--- config.mk ---
export PLATFORM = sky130hd
export DESIGN_NAME = rr_decode_arbiter_flat
export DESIGN_NICKNAME = d
export VERILOG_FILES = /design/src/rtl/rr_decode_arbiter_if.sv /design/src/rtl/rr_decode_arbiter.sv /design/src/flat_wrapper.sv
export SDC_FILE = /design/constraint.sdc
export NUM_CORES = 1
export LEC_CHECK = 0
export CAP_MARGIN = 20
export CORE_ASPECT_RATIO = 0.8
export CORE_MARGIN = 8
export CORE_UTILIZATION = 59
export CTS_BUF_LIST = sky130_fd_sc_hd__clkbuf_16
export CTS_CLUSTER_SIZE = 10
export DETAILED_ROUTE_END_ITERATION = 7
export PLACE_DENSITY = 0.85
export REMOVE_ABC_BUFFERS = 1
export SYNTH_ARGS = -nofsm -noshare
export SYNTH_HDL_FRONTEND = slang
export SYNTH_SLANG_ARGS = --single-unit
--- constraint.sdc ---
create_clock -name clk -period 9.27 [get_ports clk]
set_input_delay 1.854 -clock clk [delete_from_list [all_inputs] [get_ports clk]]
set_output_delay 1.854 -clock clk [all_outputs]
set_load 0.03 [all_outputs]
--- src/rtl/rr_decode_arbiter_if.sv ---
// Request/grant bundle between requesters and the round-robin arbiter.
interface rr_decode_arbiter_if #(
    parameter int IDX_W = 3
);
    localparam int N = 1 << IDX_W;

    logic             ena;
    logic [N-1:0]     req;
    logic             done;
    logic [N-1:0]     gnt;
    logic [IDX_W-1:0] gnt_idx;
    logic             gnt_vld;
    logic             timeout;

    modport master (
        output ena, req, done,
        input  gnt, gnt_idx, gnt_vld, timeout
    );

    modport slave (
        input  ena, req, done,
        output gnt, gnt_idx, gnt_vld, timeout
    );
endinterface

--- src/rtl/rr_decode_arbiter.sv ---
// Round-robin arbiter with hold timeout, one dead cycle between grants
// and a registered one-hot grant bus.
module rr_decode_arbiter #(
    parameter int IDX_W    = 3,
    parameter int MAX_HOLD = 15
) (
    input logic                clk,
    input logic                rst,
    rr_decode_arbiter_if.slave bus
);
    localparam int N  = 1 << IDX_W;
    localparam int CW = (MAX_HOLD > 0) ? $clog2(MAX_HOLD + 1) : 1;
    localparam logic [CW-1:0] LAST = CW'(MAX_HOLD - 1);

    typedef enum logic [1:0] {
        IDLE,
        GRANT,
        GAP
    } state_t;

    state_t           state;
    logic [IDX_W-1:0] ptr;
    logic [IDX_W-1:0] win;
    logic [IDX_W-1:0] cand;
    logic [CW-1:0]    cnt;
    logic [N-1:0]     gnt_r;
    logic [IDX_W-1:0] idx_r;
    logic             vld_r;
    logic             to_r;
    logic             start;
    logic             hold_end;

    assign start    = bus.ena && (|bus.req);
    assign hold_end = (MAX_HOLD != 0) && (cnt == LAST);

    // Scan downward so the nearest set bit after ptr is the last to win.
    always_comb begin
        win  = ptr;
        cand = '0;
        for (int k = N; k >= 1; k--) begin
            cand = ptr + IDX_W'(k);
            if (bus.req[cand]) win = cand;
        end
    end

    always_ff @(posedge clk or posedge rst) begin
        if (rst) begin
            state <= IDLE;
            ptr   <= '1;
            cnt   <= '0;
            gnt_r <= '0;
            idx_r <= '0;
            vld_r <= 1'b0;
            to_r  <= 1'b0;
        end else begin
            to_r <= 1'b0;
            unique case (state)
                IDLE, GAP: begin
                    if (start) begin
                        state <= GRANT;
                        ptr   <= win;
                        idx_r <= win;
                        gnt_r <= N'(1) << win;
                        vld_r <= 1'b1;
                        cnt   <= '0;
                    end else begin
                        state <= IDLE;
                    end
                end
                GRANT: begin
                    cnt <= cnt + CW'(1);
                    if (!bus.ena) begin
                        state <= IDLE;
                        gnt_r <= '0;
                        vld_r <= 1'b0;
                    end else if (bus.done || !bus.req[idx_r]) begin
                        state <= GAP;
                        gnt_r <= '0;
                        vld_r <= 1'b0;
                    end else if (hold_end) begin
                        state <= GAP;
                        gnt_r <= '0;
                        vld_r <= 1'b0;
                        to_r  <= 1'b1;
                    end
                end
                default: begin
                    state <= IDLE;
                    gnt_r <= '0;
                    vld_r <= 1'b0;
                end
            endcase
        end
    end

    assign bus.gnt     = gnt_r;
    assign bus.gnt_idx = idx_r;
    assign bus.gnt_vld = vld_r;
    assign bus.timeout = to_r;
endmodule

--- src/flat_wrapper.sv ---
// flat-port wrapper written by rule: the top's interface ports become plain ports
module rr_decode_arbiter_flat 
#(
    parameter int IDX_W    = 3,
    parameter int MAX_HOLD = 15
)
  (clk, rst, bus_ena, bus_req, bus_done, bus_gnt, bus_gnt_idx, bus_gnt_vld, bus_timeout);
  rr_decode_arbiter_if #(.IDX_W(IDX_W)) bus_i ();
  input logic clk;
  input logic rst;
  input wire logic [$bits(bus_i.ena)-1:0] bus_ena;
  input wire logic [$bits(bus_i.req)-1:0] bus_req;
  input wire logic [$bits(bus_i.done)-1:0] bus_done;
  output wire logic [$bits(bus_i.gnt)-1:0] bus_gnt;
  output wire logic [$bits(bus_i.gnt_idx)-1:0] bus_gnt_idx;
  output wire logic [$bits(bus_i.gnt_vld)-1:0] bus_gnt_vld;
  output wire logic [$bits(bus_i.timeout)-1:0] bus_timeout;
  assign bus_i.ena = bus_ena;
  assign bus_i.req = bus_req;
  assign bus_i.done = bus_done;
  assign bus_gnt = bus_i.gnt;
  assign bus_gnt_idx = bus_i.gnt_idx;
  assign bus_gnt_vld = bus_i.gnt_vld;
  assign bus_timeout = bus_i.timeout;
  rr_decode_arbiter #(.IDX_W(IDX_W), .MAX_HOLD(MAX_HOLD)) u_core (.clk(clk), .rst(rst), .bus(bus_i));
endmodule
* After elaboration in Yosys (flattened, before gate mapping)
Index checks and enable logic that the tools add are counted.
Storage, ports and cells: flip-flop bits (word level) 22, input bits 12, output and inout port bits 13, logic and storage cells 83
Operators by class: add/subtract/negate cells 8, magnitude comparators 8, equal/unequal tests 5, shifts and indexed selects 1, multiplexer cells 44, reductions and logical operators 10
Operators with widths (count):
- 3-bit by 4-bit < comparator with 1-bit output, second input constant | 8
- 8-bit 2-to-1 mux | 4
- 1-bit binary-select mux with 3-bit select | 8
- 3-bit 2-to-1 mux | 7
- 1-bit 2-to-1 mux | 17
- 8-bit one-hot mux with 2 select lines | 1
- 3-bit adder, second input constant | 4
- 4-bit one-hot mux with 2 select lines | 1
- 8-bit OR reduction | 1
- 1-bit by 3-bit << shifter with 8-bit output, first input constant | 1
- 3-bit by 2-bit adder with 3-bit output, second input constant | 2
- 2-bit 2-to-1 mux | 3
- 2-bit AND reduction | 3
- 4-bit by 1-bit adder with 4-bit output, second input constant | 1
- 4-bit equality test, second input constant | 1
- 4-bit 2-to-1 mux | 1
- 4-bit by 2-bit != test with 1-bit output, second input constant | 1
- 2-bit one-hot mux with 2 select lines | 1
- 3-bit by 1-bit adder with 3-bit output, second input constant | 1
- 2-bit by 1-bit equality test with 1-bit output, second input constant | 1
- 2-bit equality test, second input constant | 1
- 2-bit zero test | 1
- 2-bit by 1-bit != test with 1-bit output, second input constant | 1
- 1-bit one-hot mux with 2 select lines | 1
- other kinds (5) | 5

* Logic depth before layout (Yosys ltp)
word-level depth 13, gate-level depth with buffers 13, mapped depth without buffers 10

* Least setup slack after synthesis
OpenSTA, ideal clock, no wires.
path type input-to-reg, from input bus_req[1], to register u_core.gnt_r[4] (netlist: u_core.bus.gnt[4]), library setup time 0.122 ns, arrival 3.605 ns, setup slack 5.544 ns, cell stages on the path 8, cells stage by stage mux4_2 > buf_2 > mux2i_1 > nand2_1 > a211o_1 > a311oi_1 > a211oi_2 > a32o_1
Between the ends: word-level cells in the longest chain between the ends 12, elaborated cells on any way between the ends 35
Ends and longest elaborated chain:
- start, declared | RTL line flat_wrapper.sv:12 | input wire logic [$bits(bus_i.req)-1:0] bus_req;
- 1-bit binary-select mux with 3-bit select | RTL line rr_decode_arbiter.sv:42 | if (bus.req[cand]) win = cand;
- 1-bit 2-to-1 mux (implied by the code) | RTL line rr_decode_arbiter.sv:42
- 3-bit 2-to-1 mux (7 in a row) | RTL line rr_decode_arbiter.sv:42
- 1-bit by 3-bit << shifter with 8-bit output | RTL line rr_decode_arbiter.sv:63 | gnt_r <= N'(1) << win;
- 8-bit 2-to-1 mux | RTL line rr_decode_arbiter.sv:59 | if (start) begin
- 8-bit one-hot mux with 2 select lines | RTL line rr_decode_arbiter.sv:57 | unique case (state)
- end signal, assigned | RTL line rr_decode_arbiter.sv:63
- end, declared | RTL line rr_decode_arbiter.sv:26 | logic [N-1:0] gnt_r;
Several ways; a longest one is shown, not always the timed one. The select of a mux whose other input is x is not followed. A chain may end at the register's enable or synchronous reset.

* Worst setup path after layout
from input bus_req[2], to register u_core.gnt_r[4] (netlist: u_core.bus.gnt[4])
The elaborated chain is that of the path after synthesis.

==> flow_summary.yaml <==
power:
  power.density_nw_per_um2: 429.8
  intPower_uw: 449.6
  p_switching_uw: 452.4
  leakage_nw: 0.8486
  ir_drop_mv: 0.3007
  sw_frac_of_total_pct: 50.16
  power_frac_clock_pct: 10.0
  combPwrFrac_pct: 68.9
  p_seq_share_pct: 21.1
  power_uw: 901.9
grt:
  grt_max_degree: 23
  grt.overflow.total: 0
  grt_usage_pct: 18.00
  grt_pass1_wl_mm: 7.693
  antenna_found_initial: 0
  grt_pass1_vias: 1589
sta:
  tns_ns: 0
  max_slew_margin_pct: 45.11
  min_period_over_period_pct: 47.61
  setup_slack_ns: 4.857
  max_freq_mhz: 226.6
  final_hold_viol_count: 0
  setup_viol: 0
  rsz0062_at_grt: "false"
  worst_slew_pin_slew_ns: 0.8224
  period_minus_slack_ns: 4.413
  maxSlewViolCount: 0
  skew_ns: 0.001621
logic_synthesis:
  ys.flop_type: "dfrtp_1"
  postSynthAreaPerCell_um2: 9.955
  yosysSeqAreaShare_pct: 30.26
  yosys.area.top_type: "dfrtp_1"
  ys_ff_latch: 22
  netlist.area_leader.share_pct: 25.96
  synth_edf_count: 0
  async_reset_ff_share_pct: 100.0
  synthCells: 184
  synth_area_leaders: "dfrtp_1, mux4_2, mux2i_1, dfstp_2, a21oi_1"
  ys_types: 57
  syn-cell-area_um2: 1832
  yosysWarnings: 0
placed_design:
  portBuffers: 24
  dp_hpwl_mm: 3.436
  place.gp.congestion: 0.9444
  place_area_um2: 2019
  pre_cts_ws_ns: 4.646
clocking:
  cts_max_level: 1
  cts_setup_buffers: 0
  cts_max_path_buffers: 2
  cts_resized: 0
  clock_latency_ns: 0.25
  cts.sinks: 22
  postCtsHoldBufs: 0
  clk_pin_slew_ns: 0.06
  cts_tree: "done"
  numCtsBuffers: 3
  cts-root-buf: "clkbuf_16"
route:
  dr.pass1.iters: 4
  drt_iter0_drc: 178
  wirelength_mm: 4.585
  route.detailed.drc: 0
  via_per_inst: 6.636
  postRouteAntennaNets: 0
  num_vias: 1606
  wire_per_inst_um: 18.95
finish:
  design_area_um2: 2098
  final_nets: 219
  area_growth_pct: 14.55
  drive_gt1_share_pct: 16.83
  post-route-util_pct: 69.53
  antennaDiodeCount: 0
  layout_commonest_cell: "clkdlybuf4s50_1"
  mostFrequentLayoutCells: "clkdlybuf4s50_1, dfrtp_1, nand2_1"
die:
  num_io_pins: 25
  die_y_um: 65.84
  initial_utilization_pct: 60.70
  rows: 18
  fp.dieW_um: 78.30
  dieArea_um2: 5155
  coreArea_um2: 3018
job:
  cap_viol_max_count: 0
critical_path:
  crit_path_start_kind: "input pin"
  cp-end-kind: "register"
  path_class: "input pin to register"
  cp_max_fo: 11
  cp.required_ns: 9.45
  arrival_ns: 4.60
status:
  status: "complete, no violations"
min_path:
  hp-class: "register to register"
[critical path, stage by stage]
cell and delay [ns]:
clkdlybuf4s50_1 0.52, mux4_2 0.64, o311a_1 0.38, o21ai_1 0.16, a311oi_1 0.13, a211oi_2 0.63, a32o_1 0.29
[area by class of cell]
cell class                 count  area [µm²]
fill                         215       919.6
timing repair buffer          24       240.2
inverter                      10       37.54
sequential                    22       554.3
tap                           40       50.05
clock inverter                 1       3.754
multi-input combinational    142        1137
clock buffer                   3       75.07
[power by group through the flow]
stage          registers, mW  logic (mW)  clock network [mW]
4_1_cts                0.190       0.614              0.0916
6_report               0.190       0.622              0.0898
5_1_grt                0.197       0.671              0.0942
3_5_place_dp           0.191       0.608                   0
2_1_floorplan          0.199       0.448                   0
3_3_place_gp           0.186       0.587                   0
[sequential cells by signal (all words and copies together) (netlist names)]
| signal | count |
|---|---|
| u_core.bus.gnt_idx | 3 |
| u_core.bus.timeout | 1 |
| u_core.bus.gnt_vld | 1 |
| u_core.ptr | 3 |
| u_core.cnt | 4 |
| u_core.bus.gnt | 8 |
| u_core.state | 2 |
[kinds of logic after synthesis]
logic type,count (synthesis),share of synthesized area (%)
adders and majority gates,4,2.732
and+or+nand+nor,54,14.69
muxes,22,17.90
xor gates and xnor gates,7,4.372
AOI/OAI and AO/OA,55,22.41
DFF,22,30.26
buffers and inverters,20,7.650
[layer usage]
| layer | up-vias | GRT usage (%) | share of wire, % |
|---|---|---|---|
| met5 | - | 0 | 0 |
| met4 | 0 | 5.069 | 2.0 |
| met3 | 10 | 4.484 | 8.2 |
| met2 | 79 | 29.31 | 49 |
| met1 | 778 | 23.24 | 41 |
| li1 | 739 | - | - |
[Yosys cell counts, types with 5 or more instances]
| master | count |
|---|---|
| dfrtp_1 | 19 |
| nand2_1 | 18 |
| a21oi_1 | 14 |
| nor2_1 | 13 |
| inv_1 | 10 |
| mux2i_1 | 8 |
| mux4_2 | 8 |
| mux2_2 | 6 |
| o21ai_0 | 6 |
| o31ai_1 | 5 |
[per-stage QoR]
| stage | cells | hold slack, ns |
|---|---|---|
| 2_1_floorplan | 174 | 0.4858 |
| 3_3_place_gp | 238 | 0.4595 |
| 3_5_place_dp | 238 | 0.4663 |
| 4_1_cts | 242 | 0.4791 |
| 5_1_grt | 242 | 0.4951 |
| 6_report | 242 | 0.4728 |
[path summary, 6_finish.rpt]
check | startpoint | end | slack, ns | cells after the start
max | bus_req[2] | u_core.bus.gnt[4]$_DFFE_PP0P_ | 4.86 | 7
min | u_core.bus.gnt[3]$_DFFE_PP0P_ | u_core.bus.gnt[3]$_DFFE_PP0P_ | 0.47 | 2
max reg2reg | u_core.ptr[1]$_DFFE_PP1P_ | u_core.bus.gnt[4]$_DFFE_PP0P_ | 5.30 | 10
min reg2reg | u_core.bus.gnt[3]$_DFFE_PP0P_ | u_core.bus.gnt[3]$_DFFE_PP0P_ | 0.47 | 2
max in group asynchronous | rst | u_core.cnt[2]$_DFFE_PP0P_ | 6.68 | 2
min in group asynchronous | rst | u_core.bus.gnt[3]$_DFFE_PP0P_ | 2.08 | 2
Note: power is estimated with default switching activity, not from simulation.
==> patch 1, RTL diff (same flow settings) <==
Reset style: synchronous (`rst`), changed in one clocked block.
--- a/src/rtl/rr_decode_arbiter.sv
+++ b/src/rtl/rr_decode_arbiter.sv
@@ -43,7 +43,7 @@
         end
     end
 
-    always_ff @(posedge clk or posedge rst) begin
+    always_ff @(posedge clk) begin
         if (rst) begin
             state <= IDLE;
             ptr   <= '1;
Formal check against the unedited RTL: differs if rst is asserted again (counterexample within 4 cycles, from zero or initial values and one cycle with rst high); with rst held inactive, the same outputs for 10 cycles.
==> patch 1 against the unedited design <==
Fmax fell by 3.7%; worst setup slack got worse by 0.17 ns; routed wire length down 8.4%; count of clock-buffer cells in the layout is the same; final area is 4.9% lower; die area down 8.2%; sequential share of layout area decreased by 4.3 points; synthesized area is 10% lower; via count decreased by 3.4%; sequential cell count unchanged; critical endpoint is now u_core.bus.gnt[5]; highest routed layer unchanged.
Power is not compared: it rests on default switching activity, and its combinational part moved more than twofold at a synthesized area within 25%.
==> patch 1: results (changes against the unedited design) <==
| Metric | Value |
|---|---|
| Largest net degree at the start of global routing | 17 (-26%) |
| Skew final | 0.00809 ns (+0.00647 ns) |
| Clk pin slew, worst setup/hold paths | 0.06 ns (about the same) |
| Global router's overall resource usage | 18.7% (+0.70 points) |
| Crit-path slowest cell | mux4_1 |
| Placer Congestion | 0.916 (-3.0%) |
| Fraction of layout cells with a size suffix above 1 | 7.00% (-9.8 points) |
| R2R cell count | 9 (-1) |
| Routed met1 length | 1.79 mm (-5.6%) |
| Vias in the first global route | 1485 (-6.5%) |
| Outcome | complete, no violations |
| R2r endpoint | u_core.bus.gnt[5] |
| Vias | 1552 (-3.4%) |
| Avg WL per Cell | 17.6 µm (-6.9%) |
| 1st-pass router iterations | 4 (unchanged) |
| LEAKAGE | between 0.7 and 0.8 nW |
| Post-synth ARST share | 0% (-100 points) |
| WHS Endpoint | u_core.bus.gnt[6] |
| Min Hold Slack | 0.448 ns (-0.0246 ns) |
| Reg2Reg Setup Slack | 5.56 ns (+0.26 ns) |
| Clock latency on the worst-skew pair | 0.26 ns |
| CTS H-tree depth | 1 (unchanged) |
| DP HPWL | 3.08 mm (-10%) |
| Seq/Total Area, Yosys | 26.8% (-3.4 points) |
| Met3 WL | 304 µm (-19%) |
| Synth warnings | 0 (unchanged) |
| Slew margin rel. | 57.4% (+12 points) |
| Met3 Use GR | 5.06% (+0.57 points) |
| Final #Nets | 217 (-0.91%) |
| Hold path start | u_core.bus.gnt[6] |
| Met2 wire len | 2.04 mm (-8.3%) |
| GR Util met2 | 29.4% (+0.11 points) |
| Netlist cell types | 49 (-14%) |
| R2R Path Start | u_core.ptr[0] |
| First-pass GRT wire length | 7.14 mm (-7.2%) |
| Synth top cells by count | 22 x dfxtp_1, 20 x nand2_1, 19 x nor2_1 |
| CP Max Fanout | 6 (-5) |
| Synth top area cells | dfxtp_1 27%, mux4_1 11%, nand2_1 4.6%, nor2_1 4.3%, mux2i_1 4.3% |
| Total clock buffers created by CTS | 3 (unchanged) |
| Grt met1 use | 24.3% (+1.1 points) |
| Initial DRC Count | 149 (-16%) |
-- patch 1: cell count changes after synthesis, sizes merged, moves of 4 or more --
cell and delta:
nor2 +5, dfxtp +22, dfrtp -19, o21ai -4, buf -4, mux2 -4
-- patch 1: kinds of logic after synthesis --
kind of cell               count (synthesis)  share of synthesized area, %
AOI/OAI and AO/OA                         48                          21.8
xor gates and xnor gates                   3                          1.60
adders and majority gates                  4                          3.05
buffers and inverters                     15                          3.97
DFF                                       22                          26.8
muxes                                     19                          21.2
and+or+nand+nor                           69                          21.5
-- patch 1: area by class of cell --
cell class	count	area (µm²)
Multi-Input combinational cell	143	1130
Tap cell	38	47.5
Inverter	7	26.3
Clock buffer	3	75.1
Sequential cell	22	440
Fill cell	207	707
Timing Repair Buffer	24	240
Clock inverter	1	30.0
-- patch 1: how the worst max path moves through the flow --
| stage | start | endpoint |
|---|---|---|
| floorplan | bus_req[6] | u_core.bus.gnt[0] |
| CTS | bus_req[0] | u_core.bus.gnt[5] |
| global route | bus_req[0] | u_core.bus.gnt[7] |
| global placement | bus_req[6] | u_core.bus.gnt[2] |
| detailed placement | bus_req[5] | u_core.bus.gnt[2] |
| finish | bus_req[3] | u_core.bus.gnt[5] |
-- patch 1: where the power goes --
part	total, mW	switching, mW	internal [mW]
clock	0.119	0.0335	0.0857
sequential	0.132	0.0234	0.109
combinational	0.285	0.164	0.122
total	0.537	0.221	0.316
-- patch 1: per-stage QoR --
step / setup slack, ns / cells / area, µm² / power (mW)
after detailed placement: 4.52 / 234 / 1890 / 0.411
after floorplan: 5.26 / 172 / 1600 / 0.335
final: 4.69 / 238 / 1990 / 0.537
after CTS: 4.76 / 238 / 1990 / 0.533
after global placement: 4.60 / 234 / 1890 / 0.397
after global routing: 4.47 / 238 / 1990 / 0.569
==> patch 2, RTL diff (config.mk and constraints unchanged) <==
Without the edit above. `IDX_W` is set to 3 in 3 places; all go to 4.
--- a/src/rtl/rr_decode_arbiter_if.sv
+++ b/src/rtl/rr_decode_arbiter_if.sv
@@ -1,6 +1,6 @@
 // Request/grant bundle between requesters and the round-robin arbiter.
 interface rr_decode_arbiter_if #(
-    parameter int IDX_W = 3
+    parameter int IDX_W = 4
 );
     localparam int N = 1 << IDX_W;
 
--- a/src/rtl/rr_decode_arbiter.sv
+++ b/src/rtl/rr_decode_arbiter.sv
@@ -1,7 +1,7 @@
 // Round-robin arbiter with hold timeout, one dead cycle between grants
 // and a registered one-hot grant bus.
 module rr_decode_arbiter #(
-    parameter int IDX_W    = 3,
+    parameter int IDX_W    = 4,
     parameter int MAX_HOLD = 15
 ) (
     input logic                clk,
--- a/src/flat_wrapper.sv
+++ b/src/flat_wrapper.sv
@@ -1,7 +1,7 @@
 // flat-port wrapper written by rule: the top's interface ports become plain ports
 module rr_decode_arbiter_flat 
 #(
-    parameter int IDX_W    = 3,
+    parameter int IDX_W    = 4,
     parameter int MAX_HOLD = 15
 )
   (clk, rst, bus_ena, bus_req, bus_done, bus_gnt, bus_gnt_idx, bus_gnt_vld, bus_timeout);
Interface: changed (resized bus_gnt, bus_gnt_idx and bus_req); port bits go from 25 to 42. The function was not compared with the original's and may differ.
==> patch 2 against the unedited design <==
Utilization decreased by 0.86 points; cell count increased by 110%; routed wire length increased by 140%; final area increased by 100%; sequential cell count increased by 10; count of clock-buffer cells in the layout increased by 2; synthesized area increased by 100%; synthesized cell count increased by 110%; register-to-register slack got worse by 1.6 ns; clock skew increased by 0.0013 ns; highest routed layer unchanged; critical endpoint is now u_core.bus.gnt[10]; worst setup slack got worse by 1.1 ns.
Power is not shown: default switching activity piles up to over one toggle a cycle in this logic, so the estimate is an artifact.
==> patch 2: results (changes against the unedited design) <==
| Metric | Value |
|---|---|
| Crit path largest cell delay | 0.99 ns (+0.35 ns) |
| Slew margin rel. | 32.6% (-13 points) |
| 1st-pass router iterations | 5 (+1) |
| PortBufs | 41 (+71%) |
| Seq/Total Area, Yosys | 21.6% (-8.6 points) |
| Setup bufs post-CTS | 0 (unchanged) |
| Clock latency on the worst-skew pair | 0.28 ns (+0.03 ns) |
| DP HPWL | 8.01 mm (+130%) |
| Vias in the first global route | 3327 (+110%) |
| Hold path start | u_core.bus.gnt[6] |
| Hold Path Depth | 2 (unchanged) |
| Placed Cells | 489 (+110%) |
| Initial antenna violation count | 0 (unchanged) |
| Fraction of layout cells with a size suffix above 1 | 16.6% (-0.21 points) |
| Post-synth ARST share | 100% (unchanged) |
| Ys flop type | dfrtp_1 |
| Total clock buffers created by CTS | 5 (+2) |
| CP Max Fanout | 28 (+17) |
| Skew final | 0.00294 ns (+0.00132 ns) |
| Synth top area cells | dfrtp_1 19%, mux4_2 19%, mux2i_1 5.4%, nand2_1 4.7%, mux4_1 3.5% |
| Family with the most delay on the worst path | multiplexers |
| Max reg flops | 16 (+8) |
| Synth top cells by count | 47 x nand2_1, 31 x mux4_2, 28 x dfrtp_1 |
| N_diodes | 0 (unchanged) |
| Syn avg cell area | 9.67 µm² (-2.8%) |
| Outcome | complete, no violations |
| Crit-path slowest cell | dfstp_2 |
| R2R cell count | 12 (+2) |
| Initial DRC Count | 387 (+120%) |
| CTS H-tree depth | 2 (+1) |
| WHS Endpoint | u_core.bus.gnt[6] |
| Final #Nets | 443 (+100%) |
| Crit path DAT | 5.73 ns (+1.13 ns) |
| Vias | 3522 (+120%) |
| R2R Path Start | u_core.ptr[0] |
| Reg2Reg Setup Slack | 3.72 ns (-1.58 ns) |
| First-pass GRT wire length | 17.9 mm (+130%) |
| Congestion Overflow GR | 0 (unchanged) |
| Netlist cell types | 65 (+14%) |
| Maximum root-to-sink buffer count | 2 (unchanged) |
| Placer Congestion | 1.02 (+7.6%) |
| Largest net degree at the start of global routing | 33 (+43%) |
| R2r endpoint | u_core.bus.gnt[10] |
| Final WL | 11.1 mm (+140%) |
| Post-Layout Cell Count | 499 (+110%) |
| Global router's overall resource usage | 24.1% (+6.1 points) |
==> patch 2: cell types whose count changed in the layout (fill, tap and decap cells not counted), sizes merged, moves of 10 or more <==
cell / unedited run / this run
nand2: 18 / 47
mux4: 8 / 36
mux2i: 8 / 22
nand3: 2 / 12
o21ai: 8 / 25
clkdlybuf4s50: 24 / 41
nor3: 3 / 13
==> patch 2: cells by family after synthesis <==
group / after synthesis / synth area share [%]
muxes: 68 / 31.6
buffers and inverters: 38 / 5.51
and+or+nand+nor: 135 / 18.1
DFF: 32 / 21.6
xor gates and xnor gates: 14 / 3.49
adders and majority gates: 9 / 3.02
AOI/OAI and AO/OA: 89 / 16.6
==> patch 2: area by class of cell <==
cell class,count,area (µm²)
multi-input cells,315,2710
flip-flops and latches,32,806
inverters,15,56.3
well taps,84,105
clock buffers,5,125
repair buffers,45,440
clock inverters,3,42.5
fillers,470,1960
==> patch 2: worst reg2reg max path, stage by stage (launching register included) <==
cell	delay, ns
dfstp_2	0.99
inv_1	0.50
ha_1	0.92
mux2_2	0.45
mux4_2	0.53
mux2i_2	0.36
a21oi_1	0.11
o21ai_0	0.13
nand3b_1	0.12
o211ai_1	0.10
a222oi_1	0.65
nand3_1	0.30
o31ai_1	0.29
==> patch 2: routing by layer <==
| layer | global-route usage, % | share of wire [%] |
|---|---|---|
| met1 | 33.6 | 42 |
| met4 | 6.07 | 2.0 |
| met5 | 0 | 0 |
| met2 | 36.5 | 45 |
| met3 | 6.14 | 11 |
==> patch 2: how the worst max path moves through the flow <==
stage,start,to,slack [ns],cells after the start
floorplan,u_core.ptr[0],u_core.bus.gnt[12],4.67,9
finish,u_core.ptr[0],u_core.bus.gnt[10],3.72,12
global route,u_core.ptr[0],u_core.bus.gnt[10],3.33,12
global placement,bus_req[9],u_core.bus.gnt[10],3.76,11
CTS,u_core.ptr[0],u_core.bus.gnt[10],3.75,12
detailed placement,bus_req[8],u_core.bus.gnt[10],3.66,11
==> patch 2: stage by stage <==
stage | worst slack [ns] | hold slack (ns) | cell area [µm²] | utilization, %
finish | 3.72 | 0.480 | 4290 | 68.7
global route | 3.33 | 0.515 | 4290 | 68.7
CTS | 3.75 | 0.488 | 4270 | 68.4
detailed placement | 3.66 | 0.474 | 4110 | 65.7
global placement | 3.76 | 0.462 | 4110 | 65.7
floorplan | 4.67 | 0.508 | 3580 | -
